==> src/rtl/dma_fifo_v2_if.sv <==
// dma_fifo_v2_if: clock and active-low reset bundle shared by the FIFO and whatever drives it.
interface AXI_clks;
    logic clk;
    logic rst;
    modport to_rtl (input clk, rst);
    modport master (output clk, rst);
endinterface

==> src/rtl/dma_fifo_v2.sv <==
// dma_fifo_v2: single-clock DMA staging FIFO with FWFT/registered read, level flags,
// sticky error flags, synchronous flush and peak-occupancy monitor.
module dma_fifo_v2 #(
    parameter int DWIDTH        = 32,
    parameter int AWIDTH        = 5,
    parameter int AFULL_THRESH  = (1 << AWIDTH) - 2,
    parameter int AEMPTY_THRESH = 2,
    parameter bit FWFT          = 1'b1
) (
    AXI_clks.to_rtl           clks,
    input  logic              flush,
    input  logic              push,
    input  logic [DWIDTH-1:0] data_in,
    input  logic              pull,
    output logic [DWIDTH-1:0] data_out,
    output logic              rd_valid,
    output logic [AWIDTH:0]   depth_left,
    output logic [AWIDTH:0]   level,
    output logic              full,
    output logic              empty,
    output logic              almost_full,
    output logic              almost_empty,
    output logic              overflow,
    output logic              underflow,
    output logic [AWIDTH:0]   max_level
);
    localparam int FIFO_DEPTH = 1 << AWIDTH;
    localparam logic [AWIDTH:0] DEPTH_V = (AWIDTH+1)'(FIFO_DEPTH);
    logic [DWIDTH-1:0] mem [FIFO_DEPTH];
    logic [AWIDTH-1:0] w_ptr_q, w_ptr_d, r_ptr_q, r_ptr_d;
    logic [AWIDTH:0] level_q, level_d, max_level_q, max_level_d;
    logic overflow_q, overflow_d, underflow_q, underflow_d, rd_valid_q, rd_valid_d;
    logic [DWIDTH-1:0] dout_q, dout_d;
    logic rd_en, wr_en;
    assign level        = level_q;
    assign depth_left   = DEPTH_V - level_q;
    assign full         = level_q == DEPTH_V;
    assign empty        = level_q == '0;
    assign almost_full  = int'(level_q) >= AFULL_THRESH;
    assign almost_empty = int'(level_q) <= AEMPTY_THRESH;
    assign overflow     = overflow_q;
    assign underflow    = underflow_q;
    assign max_level    = max_level_q;
    assign rd_valid     = FWFT ? !empty : rd_valid_q;
    assign data_out     = FWFT ? (empty ? '0 : mem[r_ptr_q]) : dout_q;
    // A full FIFO still accepts a push when a pull frees the head slot in the same cycle.
    always_comb begin
        rd_en       = !flush && pull && !empty;
        wr_en       = !flush && push && (!full || pull);
        w_ptr_d     = flush ? '0 : w_ptr_q + AWIDTH'(wr_en);
        r_ptr_d     = flush ? '0 : r_ptr_q + AWIDTH'(rd_en);
        level_d     = flush ? '0 : level_q + (AWIDTH+1)'(wr_en) - (AWIDTH+1)'(rd_en);
        max_level_d = flush ? '0 : (level_d > max_level_q ? level_d : max_level_q);
        overflow_d  = !flush && (overflow_q || (push && full && !pull));
        underflow_d = !flush && (underflow_q || (pull && empty));
        rd_valid_d  = rd_en;
        dout_d      = flush ? '0 : (rd_en ? mem[r_ptr_q] : dout_q);
    end
    always_ff @(posedge clks.clk or negedge clks.rst) begin
        if (!clks.rst) begin
            w_ptr_q     <= '0;
            r_ptr_q     <= '0;
            level_q     <= '0;
            max_level_q <= '0;
            overflow_q  <= 1'b0;
            underflow_q <= 1'b0;
            rd_valid_q  <= 1'b0;
            dout_q      <= '0;
        end else begin
            w_ptr_q     <= w_ptr_d;
            r_ptr_q     <= r_ptr_d;
            level_q     <= level_d;
            max_level_q <= max_level_d;
            overflow_q  <= overflow_d;
            underflow_q <= underflow_d;
            rd_valid_q  <= rd_valid_d;
            dout_q      <= dout_d;
        end
    end
    always_ff @(posedge clks.clk) begin
        if (wr_en) mem[w_ptr_q] <= data_in;
    end
    a_level_max: assert property (@(posedge clks.clk) disable iff (!clks.rst) level_q <= DEPTH_V);
    a_full_empty: assert property (@(posedge clks.clk) disable iff (!clks.rst) !(full && empty));
    a_depth_sum: assert property (@(posedge clks.clk) disable iff (!clks.rst) depth_left + level_q == DEPTH_V);
endmodule

==> src/flat_wrapper.sv <==
// flat-port wrapper written by rule: the top's interface ports become plain ports
module dma_fifo_v2_flat 
#(
    parameter int DWIDTH        = 32,
    parameter int AWIDTH        = 5,
    parameter int AFULL_THRESH  = (1 << AWIDTH) - 2,
    parameter int AEMPTY_THRESH = 2,
    parameter bit FWFT          = 1'b1
)
  (flush, push, data_in, pull, data_out, rd_valid, depth_left, level, full, empty, almost_full, almost_empty, overflow, underflow, max_level, clks_clk, clks_rst);
  AXI_clks clks_i ();
  input  logic flush;
  input  logic push;
  input  logic [DWIDTH-1:0] data_in;
  input  logic pull;
  output logic [DWIDTH-1:0] data_out;
  output logic rd_valid;
  output logic [AWIDTH:0] depth_left;
  output logic [AWIDTH:0] level;
  output logic full;
  output logic empty;
  output logic almost_full;
  output logic almost_empty;
  output logic overflow;
  output logic underflow;
  output logic [AWIDTH:0] max_level;
  input wire logic [$bits(clks_i.clk)-1:0] clks_clk;
  input wire logic [$bits(clks_i.rst)-1:0] clks_rst;
  assign clks_i.clk = clks_clk;
  assign clks_i.rst = clks_rst;
  dma_fifo_v2 #(.DWIDTH(DWIDTH), .AWIDTH(AWIDTH), .AFULL_THRESH(AFULL_THRESH), .AEMPTY_THRESH(AEMPTY_THRESH), .FWFT(FWFT)) u_core (.clks(clks_i), .flush(flush), .push(push), .data_in(data_in), .pull(pull), .data_out(data_out), .rd_valid(rd_valid), .depth_left(depth_left), .level(level), .full(full), .empty(empty), .almost_full(almost_full), .almost_empty(almost_empty), .overflow(overflow), .underflow(underflow), .max_level(max_level));
endmodule
==> config.mk <==
export PLATFORM = sky130hd
export DESIGN_NAME = dma_fifo_v2_flat
export DESIGN_NICKNAME = d
export VERILOG_FILES = /design/src/rtl/dma_fifo_v2_if.sv /design/src/rtl/dma_fifo_v2.sv /design/src/flat_wrapper.sv
export SDC_FILE = /design/constraint.sdc
export NUM_CORES = 1
export LEC_CHECK = 0
export CORE_ASPECT_RATIO = 0.6
export CORE_MARGIN = 5
export CORE_UTILIZATION = 60
export CTS_BUF_LIST = sky130_fd_sc_hd__clkbuf_16
export CTS_CLUSTER_SIZE = 20
export DETAILED_ROUTE_END_ITERATION = 12
export PLACE_DENSITY_LB_ADDON = 0.12
export SYNTH_ARGS = -nofsm -noshare
export SYNTH_HDL_FRONTEND = slang
export SYNTH_SLANG_ARGS = --single-unit
==> constraint.sdc <==
create_clock -name clks_clk -period 4.6 [get_ports clks_clk]
set_input_delay 0.92 -clock clks_clk [delete_from_list [all_inputs] [get_ports clks_clk]]
set_output_delay 0.92 -clock clks_clk [all_outputs]
set_load 0.02 [all_outputs]
==> results of run 1 <==
## Yosys cell counts, drive strengths merged (2+ instances only)
cell	number	area, sq um
a2111oi	22	270
a21oi	7	35.0
a311o	2	20.0
and3	10	62.6
buf	62	519
clkbuf	36	140
dfrtp	24	601
edfxtp	1024	30700
ha	28	350
inv	20	75.1
mux2	5	56.3
mux2i	27	270
mux4	279	6290
nand2	80	300
nand3	7	35.0
nand3b	5	37.5
nor2	54	203
nor2b	30	190
nor3b	2	20.0
nor4	8	50.1
o21ai	4	20.0
o21bai	2	15.0
o22ai	39	244
or3	3	18.8
or3b	3	26.3
xnor2	9	78.8
xor2	4	35.0
## cells by family (layout without fill, tap and decap cells)
logic type,count (synthesis),count (layout),synth area share [%]
multiplexers,311,311,16.2
adder cells (fa/ha/maj),29,29,0.907
XOR/XNOR,13,13,0.279
flip-flops,1048,1048,76.8
buffers and inverters,119,407,1.81
AO/OA/AOI/OAI,80,80,1.58
AND/OR/NAND/NOR,208,208,2.42
## placed cells by master, fill, tap and decap left out, drive strengths merged, types with 2 or more instances in the layout
master | synthesis | final
a2111oi | 22 | 22
nor2b | 30 | 30
nand3b | 5 | 5
nand2 | 80 | 80
nor3b | 2 | 2
a311o | 2 | 2
clkbuf | 36 | 93
nor2 | 54 | 54
clkinv | 1 | 35
dfrtp | 24 | 24
nor4 | 8 | 8
xnor2 | 9 | 9
or3b | 3 | 3
mux2i | 27 | 27
dlymetal6s2s | 0 | 3
bufinv | 0 | 13
a21oi | 7 | 7
o21ai | 4 | 4
nand3 | 7 | 7
xor2 | 4 | 4
mux2 | 5 | 5
edfxtp | 1024 | 1024
buf | 62 | 132
clkdlybuf4s50 | 0 | 87
o21bai | 2 | 2
clkinvlp | 0 | 2
o22ai | 39 | 39
and3 | 10 | 10
or3 | 3 | 3
inv | 20 | 42
ha | 28 | 28
mux4 | 279 | 279
## through the flow
stage / power, mW / instance area [sq um] / worst slack [ns]
floorplan: 13.1 / 40800 / 0.392
global placement: 14.5 / 43700 / 0.0761
detailed placement: 14.6 / 43700 / 0.0101
CTS: 22.2 / 46800 / 0.0119
global route: 22.9 / 46900 / 0.0000830
finish: 22.1 / 46900 / 0.0906
## final cells by class
cell class	instances	area, sq um
timing repair buffer	222	2300
inverter	21	78.8
fill	4071	20800
multi-input combinational	641	9060
sequential	1048	31400
clock buffer	93	2330
clock inverter	71	642
tap	912	1140
## power groups by stage
stage                     clock network, mW  logic (mW)  registers (mW)
final                                  7.69        3.74            10.6
after CTS                              7.81        3.75            10.6
after global routing                   8.25        4.00            10.6
after detailed placement                  0        3.68            10.9
after global placement                    0        3.63            10.9
after floorplan                           0        2.28            10.9
## worst max-delay path: stages (launching register included)
cell	delay (ns)
dfrtp_4	0.59
buf_8	0.21
buf_4	0.20
mux4_2	0.34
o22ai_1	0.15
a2111oi_1	0.61
clkdlybuf4s50_1	0.83
## routing by layer
metal,GRT usage (%),vias to the layer above
li1,-,8028
met1,43.3,10714
met2,38.6,1182
met3,7.38,120
met4,5.67,2
met5,0,-
## how the worst max path moves through the flow
stage	startpoint	to	slack (ns)
after floorplan	flush	u_core.max_level[5]	0.39
after global placement	flush	u_core.max_level[5]	0.08
after detailed placement	flush	u_core.max_level[5]	0.01
after CTS	u_core.r_ptr_q[0]	data_out[2]	0.01
after global routing	u_core.r_ptr_q[0]	data_out[12]	0.00008
final	u_core.r_ptr_q[0]	data_out[18]	0.09
## sequential cells by signal (all words and copies together), names as in the netlist
signal	flops
u_core.level	6
u_core.w_ptr_q	5
u_core.r_ptr_q	5
u_core.max_level	6
u_core.mem	1024
u_core.underflow	1
u_core.overflow	1
## repair_timing
action | CTS | global route
pin swaps | 0 | 1
setup endpoints to repair | 30 | 11
setup buffers | 4 | 6
resized for setup | 7 | 11
gates cloned | 0 | 0
hold endpoints to repair | 0 | 0
==> results.json, run 1 <==
{
  "p_switching_mw": 5.32,
  "per_cell_routed_wire_length_um": 32.6,
  "power_frac_seq_pct": 48.2,
  "grt.total_usage_pct": 27.1,
  "final.hold.worst_slack_ns": 0.511,
  "gp_routability_congestion": 0.794,
  "design.final.nets": 2091,
  "final.setup_skew_ns": 0.0219,
  "detailroute.via_count": 20046,
  "cellLeakagePower_nw": 14.9,
  "grt_pass1_vias": 19715,
  "slew_violations": 0,
  "antenna_violating_nets_post_route": 0,
  "hold-path-endpoint": "u_core.overflow",
  "hold_depth": 2,
  "antenna-diode-count": 0,
  "place_hpwl_um": 56500,
  "top_layer": "met5",
  "internal_power_mw": 16.8,
  "unrepaired_setup_endpoints_after_global_routing": "no",
  "met2_length_um": 43500,
  "worst-path-max-fanout": 10,
  "portBuffers": 93,
  "chipWidth_um": 347,
  "post-route-period-util_pct": 98.0,
  "setup-tns-final_ns": 0,
  "clock_tree.htree_level_count": 3,
  "areaGrowthSynthToFinish_pct": 14.9,
  "dr.first_iter.drc_count": 2532,
  "clock_tree_from_tritoncts": "done",
  "worst_slew_margin_rel_pct": 14.5,
  "antenna_violations_before_repair": 1,
  "r2r.worst_path.cells": 19,
  "hold_start": "u_core.overflow",
  "avgViaCountPerCell": 6.66,
  "placedCellCount": 2834,
  "worst_pin_slew_ns": 1.28,
  "crit_path_start_kind": "flip-flop",
  "detail_route.first_pass.iterations": 5,
  "grt_start_max_net_pins": 41,
  "initial_core_util_pct": 60.3,
  "grt_overflow_total": 0,
  "cell_area_power_density_mw_per_mm2": 470,
  "ir_worst_vdd_mv": 0.345,
  "wl_met1_um": 41300,
  "max_cap_viol_count": 0,
  "number_of_synthesized_register_bits": 1048,
  "synth_cells": 1808,
  "final-hold-violation-count": 0,
  "max_freq_mhz": 222,
  "cts_hold_buffers": 0,
  "wp_data_required_ns": 3.68,
  "type_of_the_worst_setup_path": "flip-flop to output port",
  "clock_latency_ns": 0.66,
  "detailroute.wirelength.met3_um": 11300,
  "floorplan.rows": 74,
  "syn_avg_cell_area_sq_um": 22.6,
  "yosysSeqAreaShare_pct": 76.8,
  "netlist-cell-type-count": 54,
  "outcome": "completed",
  "clock_sinks": 1048,
  "post-route-min-period_ns": 4.51,
  "die-height_um": 212,
  "routed_wl_um": 97900,
  "synth.yosys.warnings": 0,
  "finalSetupViolations": 0,
  "finish.utilization_pct": 69.3,
  "wire_length_of_the_first_global_routing_pass_um": 141000,
  "post_route_cells_drive_above_1_share_pct": 28.5,
  "worst_min_delay_path_class": "flip-flop to flip-flop",
  "clock-root-buffer": "clkbuf_16",
  "combPwrFrac_pct": 16.9,
  "synth_edf_count": 1024,
  "clkPwrFrac_pct": 34.8,
  "crit-reg2reg-capture": "u_core.max_level[3]",
  "pin_count": 94,
  "r2r_start": "u_core.level[4]",
  "worst-endpoint-arrival_ns": 3.59,
  "cts_inserted_buffers": 91,
  "die-area_sq_mm": 0.0735,
  "core_area_sq_mm": 0.0677,
  "clk_path_buf_depth": 3,
  "synth_top_flop_cell": "edfxtp_1",
  "clk_transition_reported_paths_ns": 0.07,
  "synth_nets": 1874,
  "timing.reg2reg.setup_slack_ns": 0.37,
  "end_kind": "output port",
  "finish.cell_count_without_fillers": 3008,
  "postSynth.asyncResetShare_pct": 2.29,
  "switching_share_pct": 24.1,
  "mappedNetlistArea_sq_mm": 0.0408,
  "drt_drc_violations_left": 0
}
Power figures use the tool's default switching activity.
==> run 2, diff against run 1 <==
--- a/config.mk
+++ b/config.mk
@@ -9,7 +9,6 @@
 export CORE_MARGIN = 5
 export CORE_UTILIZATION = 60
 export CTS_BUF_LIST = sky130_fd_sc_hd__clkbuf_16
-export CTS_CLUSTER_SIZE = 20
 export DETAILED_ROUTE_END_ITERATION = 12
 export PLACE_DENSITY_LB_ADDON = 0.12
 export SYNTH_ARGS = -nofsm -noshare
==> constraint.sdc (replaced) <==
create_clock -name clks_clk -period 4.6 [get_ports clks_clk]
set_input_delay 0.92 -clock clks_clk [delete_from_list [all_inputs] [get_ports clks_clk]]
set_output_delay 0.92 -clock clks_clk [all_outputs]
set_load 0.005 [all_outputs]
==> results.json, run 2 (synthesized netlist as in run 1, its figures left out) <==
{
  "clk_path_buf_depth": 3,
  "cell_area_power_density_mw_per_mm2": 455,
  "r2r_start": "u_core.level[4]",
  "timing.reg2reg.setup_slack_ns": 0.31,
  "setup_ws_ns": 0.102,
  "finish.cell_count_without_fillers": 2989,
  "worst_min_delay_path_class": "flip-flop to flip-flop",
  "final_cell_mix": "1024 x edfxtp_1, 278 x mux4_2, 95 x clkbuf_16",
  "final.hold.worst_slack_ns": 0.547,
  "clock_tree_from_tritoncts": "done",
  "p_switching_mw": 4.97,
  "largest_register": "u_core.mem",
  "antenna_violating_nets_post_route": 0,
  "antenna-diode-count": 0,
  "wp_data_required_ns": 3.68,
  "pin_count": 94,
  "grt_start_max_net_pins": 57,
  "finalSetupViolations": 0,
  "areaGrowthSynthToFinish_pct": 13.9,
  "slew_violations": 0,
  "clock_latency_ns": 0.65,
  "hold-path-endpoint": "u_core.overflow",
  "internal_power_mw": 16.2,
  "final.setup_skew_ns": 0.0235,
  "design.final.nets": 2076,
  "initial_core_util_pct": 60.3,
  "unrepaired_setup_endpoints_after_global_routing": "no",
  "fill_cells": 4106,
  "floorplan.rows": 74,
  "routed_wl_um": 97400,
  "switching_share_pct": 23.5,
  "worst-path-max-fanout": 17,
  "detail_route.first_pass.iterations": 5,
  "grt_pass1_vias": 19943,
  "crit-reg2reg-capture": "u_core.max_level[2]",
  "worst_pin_slew_ns": 1.22,
  "detailroute.via_count": 19936,
  "max_cap_viol_count": 0,
  "drt_drc_violations_left": 0,
  "grt_overflow_total": 0,
  "combPwrFrac_pct": 16.0,
  "largest_reg_flops": 1024,
  "dpl-instance-area_sq_mm": 0.0436,
  "cts_inserted_buffers": 91,
  "portBuffers": 93,
  "die-area_sq_mm": 0.0735,
  "clock_tree.htree_level_count": 3,
  "hold_depth": 2,
  "place_hpwl_um": 57400,
  "die-height_um": 212,
  "wire_length_of_the_first_global_routing_pass_um": 141000,
  "placedCellCount": 2822,
  "chipWidth_um": 347,
  "end_kind": "output port",
  "cellLeakagePower_nw": 14.7,
  "clock_sinks": 1048,
  "post-route-min-period_ns": 4.50,
  "power_frac_seq_pct": 50.3,
  "clock-root-buffer": "clkbuf_16",
  "max_freq_mhz": 222,
  "mostFrequentLayoutCell": "edfxtp_1",
  "grt.total_usage_pct": 26.9,
  "cts_hold_buffers": 0,
  "hold_start": "u_core.overflow",
  "outcome": "completed",
  "post-route-period-util_pct": 97.8,
  "crit_path_start_kind": "flip-flop",
  "core_area_sq_mm": 0.0677,
  "gp_routability_congestion": 0.804,
  "ir_worst_vdd_mv": 0.342,
  "worst-endpoint-arrival_ns": 3.58,
  "report.power.total_mw": 21.2,
  "post_route_cells_drive_above_1_share_pct": 27.7,
  "r2r.worst_path.cells": 19,
  "clkPwrFrac_pct": 33.7,
  "dr.first_iter.drc_count": 2368,
  "antenna_violations_before_repair": 4,
  "avgViaCountPerCell": 6.67,
  "finish.instance_area_sq_mm": 0.0465,
  "worst_slew_margin_rel_pct": 18.4,
  "type_of_the_worst_setup_path": "flip-flop to output port",
  "final-hold-violation-count": 0,
  "place_ws_ns": -0.0314,
  "clk_transition_reported_paths_ns": 0.06,
  "per_cell_routed_wire_length_um": 32.6
}
## run 2: how the worst max path moves through the flow
stage	startpoint	endpoint	slack [ns]	cells past startpoint
after floorplan	flush	u_core.max_level[5]	0.39	17
after global placement	flush	u_core.max_level[5]	0.09	18
after detailed placement	flush	u_core.max_level[2]	-0.03	18
after CTS	u_core.level[1]	data_out[14]	0.0009	7
after global routing	u_core.r_ptr_q[0]	data_out[29]	0.005	7
final	u_core.r_ptr_q[0]	data_out[21]	0.10	6
## run 2: stage by stage
step                setup TNS (ns)  util (%)
finish                           0      68.7
global route                     0      68.7
CTS                              0      68.6
detailed placement         -0.0615      64.4
global placement                 0      64.4
floorplan                        0         -
## run 2: power groups by stage
| stage | Sequential (mW) | Clock (mW) | Combinational [mW] |
|---|---|---|---|
| global route | 10.7 | 7.69 | 3.64 |
| detailed placement | 10.9 | 0 | 3.32 |
| global placement | 10.9 | 0 | 3.24 |
| CTS | 10.7 | 7.25 | 3.37 |
| floorplan | 10.8 | 0 | 2.03 |
| finish | 10.7 | 7.13 | 3.39 |
## run 2: layout make-up
type                    count  area (sq um)  area share, %
multi-input cells         641          9040           19.5
clock inverters            65           364          0.783
inverters                  21          81.3          0.175
well taps                 912          1140           2.45
clock buffers              95          2380           5.11
repair buffers            207          2120           4.56
flip-flops and latches   1048         31400           67.5
## run 2: metal layers
metal  track usage (%)  wire, um  part of all wire [%]
met2              39.0     43500                    45
met4              6.09      2010                   2.1
met1              42.6     41500                    43
met5             0.319        50                 0.051
met3              6.81     10300                    11
## run 2: critical path, cell delays in order, from the launching register on
cell             delay (ns)
dfrtp_4                0.58
buf_12                 0.23
mux4_2                 0.52
mux4_2                 0.54
nor2b_1                0.37
a2111oi_2              0.16
clkdlybuf4s50_1        0.53
## run 2: timing repair
item | CTS | global route
endpoints found under the hold margin | 0 | 0
setup endpoints to repair | 21 | 18
gates resized for setup | 9 | 7
buffers inserted | 1 | 6
